===== src/rtl/rr_arbiter_2x1.sv =====
// ---------------------------------------------------------------------------
// rr_arbiter_2x1
// Two-input round-robin arbiter with bounded-burst locking and a one-entry
// registered output stage. It drives the downstream 2:1 mux select (sel)
// together with the registered data word.
//
// Ports:
//   clk        in   clock, rising edge
//   rst        in   asynchronous active-high reset
//   in0_valid  in   source 0 has data
//   in0_data   in   source 0 data [WIDTH]
//   in0_ready  out  source 0 beat accepted (with in0_valid)
//   in1_valid  in   source 1 has data
//   in1_data   in   source 1 data [WIDTH]
//   in1_ready  out  source 1 beat accepted (with in1_valid)
//   out_valid  out  output register holds a beat
//   out_data   out  registered forwarded data [WIDTH]
//   out_ready  in   downstream accepts beat
//   sel        out  registered source index of out_data
// ---------------------------------------------------------------------------
module rr_arbiter_2x1 #(
  parameter int WIDTH     = 8,
  parameter int MAX_BURST = 4
) (
  input  logic             clk,
  input  logic             rst,
  input  logic             in0_valid,
  input  logic [WIDTH-1:0] in0_data,
  output logic             in0_ready,
  input  logic             in1_valid,
  input  logic [WIDTH-1:0] in1_data,
  output logic             in1_ready,
  output logic             out_valid,
  output logic [WIDTH-1:0] out_data,
  input  logic             out_ready,
  output logic             sel
);

  typedef enum logic [1:0] {
    ST_IDLE  = 2'd0,
    ST_LOCK0 = 2'd1,
    ST_LOCK1 = 2'd2
  } state_t;

  localparam logic [3:0] C_MAX_BURST = 4'(MAX_BURST);

  state_t           r_state;
  state_t           w_state_nxt;
  logic [3:0]       r_cnt;
  logic [3:0]       w_cnt_nxt;
  logic             r_last;
  logic             w_last_nxt;
  logic             r_out_valid;
  logic [WIDTH-1:0] r_out_data;
  logic             r_sel;

  logic             w_load_en;
  logic [1:0]       w_vld;
  logic             w_gnt_vld;
  logic             w_gnt;
  logic             w_burst_open;

  assign w_load_en    = !r_out_valid || out_ready;
  assign w_vld        = {in1_valid, in0_valid};
  assign w_burst_open = (r_cnt < C_MAX_BURST);

  // Grant selection: an open lock keeps its source, otherwise the source
  // that was not served last wins, falling back to the last-served source.
  always_comb begin
    w_gnt_vld = 1'b0;
    w_gnt     = 1'b0;
    if (w_load_en) begin
      if (r_state == ST_LOCK0 && in0_valid && w_burst_open) begin
        w_gnt_vld = 1'b1;
        w_gnt     = 1'b0;
      end else if (r_state == ST_LOCK1 && in1_valid && w_burst_open) begin
        w_gnt_vld = 1'b1;
        w_gnt     = 1'b1;
      end else if (w_vld[~r_last]) begin
        w_gnt_vld = 1'b1;
        w_gnt     = ~r_last;
      end else if (w_vld[r_last]) begin
        w_gnt_vld = 1'b1;
        w_gnt     = r_last;
      end else begin
        w_gnt_vld = 1'b0;
        w_gnt     = 1'b0;
      end
    end else begin
      w_gnt_vld = 1'b0;
      w_gnt     = 1'b0;
    end
  end

  // A grant is only ever issued to a valid source, so a grant is a transfer.
  // Readies are forced low while reset is held.
  assign in0_ready = !rst && w_gnt_vld && !w_gnt;
  assign in1_ready = !rst && w_gnt_vld &&  w_gnt;

  // Lock state, burst counter and last-served source; all hold on a stall
  // so a lock survives back-pressure.
  always_comb begin
    w_state_nxt = r_state;
    w_cnt_nxt   = r_cnt;
    w_last_nxt  = r_last;
    if (w_load_en) begin
      if (w_gnt_vld) begin
        w_last_nxt  = w_gnt;
        w_state_nxt = w_gnt ? ST_LOCK1 : ST_LOCK0;
        if (r_state == (w_gnt ? ST_LOCK1 : ST_LOCK0) && w_burst_open) begin
          w_cnt_nxt = r_cnt + 4'd1;
        end else begin
          // new burst, including re-grant of the same source after expiry
          w_cnt_nxt = 4'd1;
        end
      end else if (!in0_valid && !in1_valid) begin
        w_state_nxt = ST_IDLE;
        w_cnt_nxt   = 4'd0;
      end else begin
        w_state_nxt = r_state;
        w_cnt_nxt   = r_cnt;
      end
    end else begin
      w_state_nxt = r_state;
      w_cnt_nxt   = r_cnt;
      w_last_nxt  = r_last;
    end
  end

  // State register; last resets to 1 so source 0 wins the first contention.
  always_ff @(posedge clk or posedge rst) begin
    if (rst) begin
      r_state <= ST_IDLE;
      r_cnt   <= 4'd0;
      r_last  <= 1'b1;
    end else begin
      r_state <= w_state_nxt;
      r_cnt   <= w_cnt_nxt;
      r_last  <= w_last_nxt;
    end
  end

  // Output stage: load on transfer, drop valid on a pop without a reload.
  always_ff @(posedge clk or posedge rst) begin
    if (rst) begin
      r_out_valid <= 1'b0;
      r_out_data  <= '0;
      r_sel       <= 1'b0;
    end else if (w_gnt_vld) begin
      r_out_valid <= 1'b1;
      r_out_data  <= w_gnt ? in1_data : in0_data;
      r_sel       <= w_gnt;
    end else if (r_out_valid && out_ready) begin
      r_out_valid <= 1'b0;
    end else begin
      r_out_valid <= r_out_valid;
    end
  end

  assign out_valid = r_out_valid;
  assign out_data  = r_out_data;
  assign sel       = r_sel;

endmodule


===== config.mk =====
export PLATFORM = sky130hd
export DESIGN_NAME = rr_arbiter_2x1
export DESIGN_NICKNAME = d
export VERILOG_FILES = /design/src/rtl/rr_arbiter_2x1.sv
export SDC_FILE = /design/constraint.sdc
export NUM_CORES = 1
export LEC_CHECK = 0
export CAP_MARGIN = 30
export CORE_MARGIN = 1
export CORE_UTILIZATION = 35
export DETAILED_ROUTE_END_ITERATION = 7
export GPL_ROUTABILITY_DRIVEN = 0
export GPL_TIMING_DRIVEN = 0
export PLACE_DENSITY_LB_ADDON = 0.08
export SYNTH_ARGS = -nofsm -noshare
export SYNTH_HDL_FRONTEND = slang
export SYNTH_SLANG_ARGS = --single-unit

===== constraint.sdc =====
create_clock -name clk -period 1.76 [get_ports clk]
set_input_delay 0.176 -clock clk [delete_from_list [all_inputs] [get_ports clk]]
set_output_delay 0.176 -clock clk [all_outputs]
set_load 0.02 [all_outputs]

==> results of run 1 <==
## metrics by stage
step                utilization  hold slack (ns)  setup slack (ns)  cells  total power, µW
finish                    0.581            0.400            0.0602    142             1120
global route              0.581            0.455           -0.0526    142             1200
CTS                       0.569            0.385           -0.0242    143             1120
detailed placement        0.530            0.470            -0.523    133              864
global placement          0.530            0.459            -0.457    133              854
floorplan                     -            0.101             0.263     73              691
## path summary, 6_finish.rpt
path                       slack [ns]           to  cells after the start  startpoint
setup / recovery                 0.06    in1_ready                      4    r_cnt[3]
hold / removal                   0.40  out_data[4]                      2         rst
setup reg to reg                 0.14  out_data[7]                      5    r_cnt[3]
hold reg to reg                  0.49          sel                      2         sel
max in group asynchronous        0.90   r_state[0]                      2         rst
min in group clk                 0.49          sel                      2         sel
## cells in the mapped netlist
library cell	count
dfrtp_1	16
o311ai_2	1
mux2i_1	1
nand2_1	15
nand4_2	1
nand2b_1	10
o21ai_0	2
clkbuf_1	1
buf_6	2
and2_1	1
nor2_1	5
nand3_1	1
o21ai_1	1
a31o_1	1
o221a_1	8
inv_1	1
ha_1	1
nor2b_1	1
a22o_1	1
nor3b_2	1
o21bai_1	1
dfstp_2	1
## routing by layer
metal	GRT usage	routed length, µm	vias up
met5	0	0	-
met4	0.0571	14	0
met3	0.0710	113	2
met2	0.282	960	22
met1	0.223	873	337
li1	-	-	339
## power groups by stage
stage	clock [µW]	combinational (µW)	sequential, µW
after floorplan	0	144	547
after global placement	0	358	497
after detailed placement	0	365	499
after CTS	235	395	492
after global routing	254	434	507
final	222	400	497
## sequential cells by signal, summed over array words and instances (netlist names)
signal / cells
r_last: 1
sel: 1
out_valid: 1
r_cnt: 4
r_state: 2
out_data: 8
## layout make-up
type | count | share of cell area
plain buffers | 1 | 0.00295
clock buffers | 3 | 0.0177
inverters | 1 | 0.00295
clock inverters | 1 | 0.00589
repair buffers | 39 | 0.295
multi-input cells | 52 | 0.310
flip-flops and latches | 17 | 0.338
well taps | 28 | 0.0275
## logic make-up (layout without fill, tap and decap cells)
family	after synthesis	after routing	synth area share
mux	1	1	0.0124
simple gates	35	35	0.224
flops	17	17	0.530
buf+inv	4	45	0.0373
compound gates	15	15	0.182
fa+ha+maj	1	1	0.0155
## critical path, delay by kind of cell, from the launching register on
kind            cells  cell delay [ns]
compound gates      1             0.33
buf+inv             1             0.12
flops               1             0.47
simple gates        2             0.30
## timing repair
action,in CTS,in global routing
buffers inserted,6,1
resized for setup,14,9
pin swaps,5,4
endpoints found under the setup margin,2,2
==> run metrics, run 1 <==
HP Class primary input to async pin; die area 2500 µm²; Min Clock Period, post-route 1.70 ns; overall die width 50.0 µm; Post-DP HPWL 1370 µm; Slew headroom 0.564; Critical Path Max Stage Delay 0.47 ns; Combinational Power Share 0.358; power per cell area 879 nW/µm²; final wirelength 1960 µm; wire per inst 13.8 µm; Worst-path clk slew 0.11 ns; final setup skew 0.00299 ns; slowest stage cell, crit path dfrtp_2; Crit Path Max Fanout 4; measured slew at the worst slew-check pin 0.654 ns; switching share of power 0.316; starting density of the core 0.368; LEAKAGE 0.000516 µW; Yosys top cell area share 0.497; status completed; setup_tns 0 ns; RSZ-0062 raised after global routing true; required time of the critical path 1.58 ns; final instance area 1270 µm²; remaining global-route overflow 0; layout cell share with drive strength beyond 1 0.211; sequential share of power 0.444; total CTS buffers 3; Max VDD drop 0.000542 V; fill count 202; Worst Path Arrival 1.52 ns; number of I/O port buffers 32; row cnt 17; yosys warns 0; Top Ports 33; Critical Path Start Type flop; Internal 765 µW; Netlist Area Pre-Place 806 µm²; Area contributors post-synth dfrtp_1, o221a_1, nand2b_1; number of global-route vias before repair 709; max-slew violation count 0; Max Cap Viol 0; most frequent cells in the layout clkdlybuf4s50_1, nand2_1, dfrtp_1; CTS tree done; critical path type flop to output pin; largest net degree at the start of global routing 18; worst-skew pair later-pin latency 0.30 ns; Vias/cell 4.93; Net Sw Power 354 µW; DR vias 700; fmax 0.588 GHz; #FFs+latches synth 17; clock root buffer clkbuf_4; most common cell after layout, fill and taps aside clkdlybuf4s50_1; Tot GR Track Use 0.180; dpl cell area 1160 µm²; Sink Count 17; P&R area growth vs syn 58.1%; residual DRC count 0; final hold violations 0; Die Y 50.0 µm; Mapped Avg Cell Area 11.0 µm²; crit-path cells o311ai_4 -> nand4_2 -> nor2_2 -> buf_6; multi-input logic area 395 µm²; synthesized instance count 73; register area share after synthesis 0.530; fin crit share 0.966; area leader, netlist dfrtp_1; core area 2190 µm²; FF/Latch Area 430 µm²; initial antenna violation count 0; number of inserted diodes 0; CP Capture Type output pin; hold-fix buffers at CTS 0; post-synth cell types 22; TritonRoute pass-1 iters 4; Final #Nets 137; final setup vio count 0; syn_nets 95; first-pass GRT wire length 3300 µm; Initial DRC Count 6; H-tree depth 1; CTS Buffer Depth 2; Post-DRT Antenna Nets 0; Clk pwr share 0.198
No activity file was read; power rests on OpenSTA's default activity.
==> inputs of run 2 (changes only) <==
- CORE_ASPECT_RATIO: not set -> 1.75
==> run 2 against run 1 <==
Compared with the run above: the run now ends with setup timing left; total power is 1.9% higher; final area is 4.3% higher; die area is 0.31% higher; global-route usage is 1.0 points higher; first-iteration DRC count is 100% higher; register-to-register slack worse by 0.07 ns; maximum frequency is 4.1% lower; cell count is 1.4% higher; combinational power is 8.0% higher; sequential share of layout area is 1.5 points lower; clock-buffer cell count is 1 higher; critical endpoint unchanged.
==> run metrics, run 2 (same netlist as run 1, synthesis figures left out) <==
status finished with violations (was completed); failing checks setup timing; clock root buffer clkbuf_4 (unchanged); row cnt 22 (was 17); Initial DRC Count 12 (was 6); most common cell after layout, fill and taps aside clkdlybuf4s50_1 (unchanged); Vias/cell 5.04 (was 4.93); Slew headroom 0.566 (was 0.564); critical path type flop to output pin (unchanged); core area 2150 µm² (was 2190 µm²); LEAKAGE 0.000560 µW (was 0.000516 µW); Hold Path Depth 3; H-tree depth 1 (unchanged); Post-DRT Antenna Nets 0 (unchanged); Hold Crit Start in0_valid; most frequent cells in the layout clkdlybuf4s50_1, nand2_1, dfrtp_1 (unchanged); fmax 0.564 GHz (was 0.588 GHz); hold-fix buffers at CTS 0 (unchanged); family with the most delay on the worst path flip-flops (unchanged); overall power 1140 µW (was 1120 µW); Critical Path Start Type flop (unchanged); fill count 195 (was 202); DR vias 726 (was 700); worst-skew pair later-pin latency 0.29 ns (was 0.30 ns); CTS tree done (unchanged); CP Capture Type output pin (unchanged); final hold violations 0 (unchanged); TritonRoute pass-1 iters 3 (was 4); crit-path cells o311ai_4 -> nand4_4 -> buf_6 -> nor2_4 -> buf_6 (was o311ai_4 -> nand4_2 -> nor2_2 -> buf_6); largest net degree at the start of global routing 18 (unchanged); total CTS buffers 3 (unchanged); Largest register FFs 8 (unchanged); remaining global-route overflow 0 (unchanged); final setup margin -0.0116 ns (was 0.0602 ns); Util after Layout 0.619 (was 0.581); Sink Count 17 (unchanged); first-pass GRT wire length 3350 µm (was 3300 µm); CTS Buffer Depth 2 (unchanged); number of global-route vias before repair 772 (was 709); Die Y 65.5 µm (was 50.0 µm); max-slew violation count 0 (unchanged); wire per inst 14.1 µm (was 13.8 µm); starting density of the core 0.375 (was 0.368); overall die width 38.3 µm (was 50.0 µm); number of I/O port buffers 32 (unchanged); fin crit share 1.01 (was 0.966); Max VDD drop 0.000435 V (was 0.000542 V); Worst Hold End out_valid; Critical Path Max Stage Delay 0.46 ns (was 0.47 ns); Top Ports 33 (unchanged); power per cell area 859 nW/µm² (was 879 nW/µm²); required time of the critical path 1.58 ns (about the same); layout cell share with drive strength beyond 1 0.233 (was 0.211); P&R area growth vs syn 64.9% (was 58.1%); Worst Path Arrival 1.60 ns (was 1.52 ns); initial antenna violation count 0 (unchanged); die area 2510 µm² (was 2500 µm²); final wirelength 2030 µm (was 1960 µm); Post-DP HPWL 1350 µm (was 1370 µm); Crit Path Max Fanout 3 (was 4); FF-to-FF setup slack 0.07 ns (was 0.14 ns); Reg2Reg Depth 6 (was 5); Worst R2R Start r_cnt[3] (unchanged); number of inserted diodes 0 (unchanged); CP Buf/Inv Count 2 (was 1); Max Cap Viol 0 (unchanged); Levels on crit path 5 (was 4); Final #Nets 143 (was 137); residual DRC count 0 (unchanged); measured slew at the worst slew-check pin 0.650 ns (was 0.654 ns); crit-path most repeated cell buf_6; Tot GR Track Use 0.190 (was 0.180); Worst-path clk slew 0.10 ns (was 0.11 ns); HP Class primary input to flop (was primary input to async pin); final setup vio count 1 (was 0); slowest stage cell, crit path dfrtp_2 (unchanged); worst flop-to-flop path endpoint out_data[7] (unchanged); final setup skew 0.00692 ns (was 0.00299 ns); Min Clock Period, post-route 1.77 ns (was 1.70 ns); RSZ-0062 raised after global routing true (unchanged)
[run 2: through the flow]
stage | cells | hold WS, ns | setup TNS (ns) | cell area [µm²] | setup WS, ns
floorplan | 73 | 0.101 | 0 | 806 | 0.263
global placement | 129 | 0.463 | -0.912 | 1160 | -0.492
detailed placement | 129 | 0.468 | -0.954 | 1160 | -0.514
CTS | 144 | 0.376 | -0.0523 | 1310 | -0.0328
global route | 144 | 0.320 | -0.149 | 1330 | -0.0784
finish | 144 | 0.302 | -0.0116 | 1330 | -0.0116
[run 2: how the worst max path moves through the flow]
stage          startpoint   endpoint  slack (ns)
4_1_cts        r_state[0]  in1_ready       -0.03
5_1_grt          r_cnt[3]  in1_ready       -0.08
3_3_place_gp    in0_valid  in0_ready       -0.49
6_report         r_cnt[3]  in1_ready       -0.01
3_5_place_dp    in0_valid  in0_ready       -0.51
2_1_floorplan    r_cnt[3]  in1_ready        0.26
[run 2: area by class of cell]
cell class / count / area [µm²] / area share
sequential: 17 / 429 / 0.323
timing repair buffer: 43 / 415 / 0.313
multi-input combinational: 52 / 398 / 0.299
tap: 24 / 30.0 / 0.0226
clock buffer: 4 / 26.3 / 0.0198
buffer: 3 / 26.3 / 0.0198
inverter: 1 / 3.75 / 0.00282
[run 2: layer usage]
metal,vias to the layer above,track usage,part of all wire
met5,-,0,0
met4,0,0.0938,0.010
met3,2,0.0270,0.034
met2,19,0.347,0.55
met1,352,0.196,0.40
li1,353,-,-
[run 2: what timing repair did]
action	in CTS	in global routing
setup endpoints to repair	2	2
gates cloned	0	0
pin swaps	6	3
gates resized for setup	20	6
setup buffers	13	0
[run 2: where the power goes]
part	total, µW	switching (µW)	internal [µW]
combinational	432	186	246
sequential	496	41.6	455
clock	213	125	88.0
[run 2: worst min-delay path: stages]
cell,delay (ns)
dlymetal6s2s_1,0.21
nor2_1,0.10
nand2_1,0.07
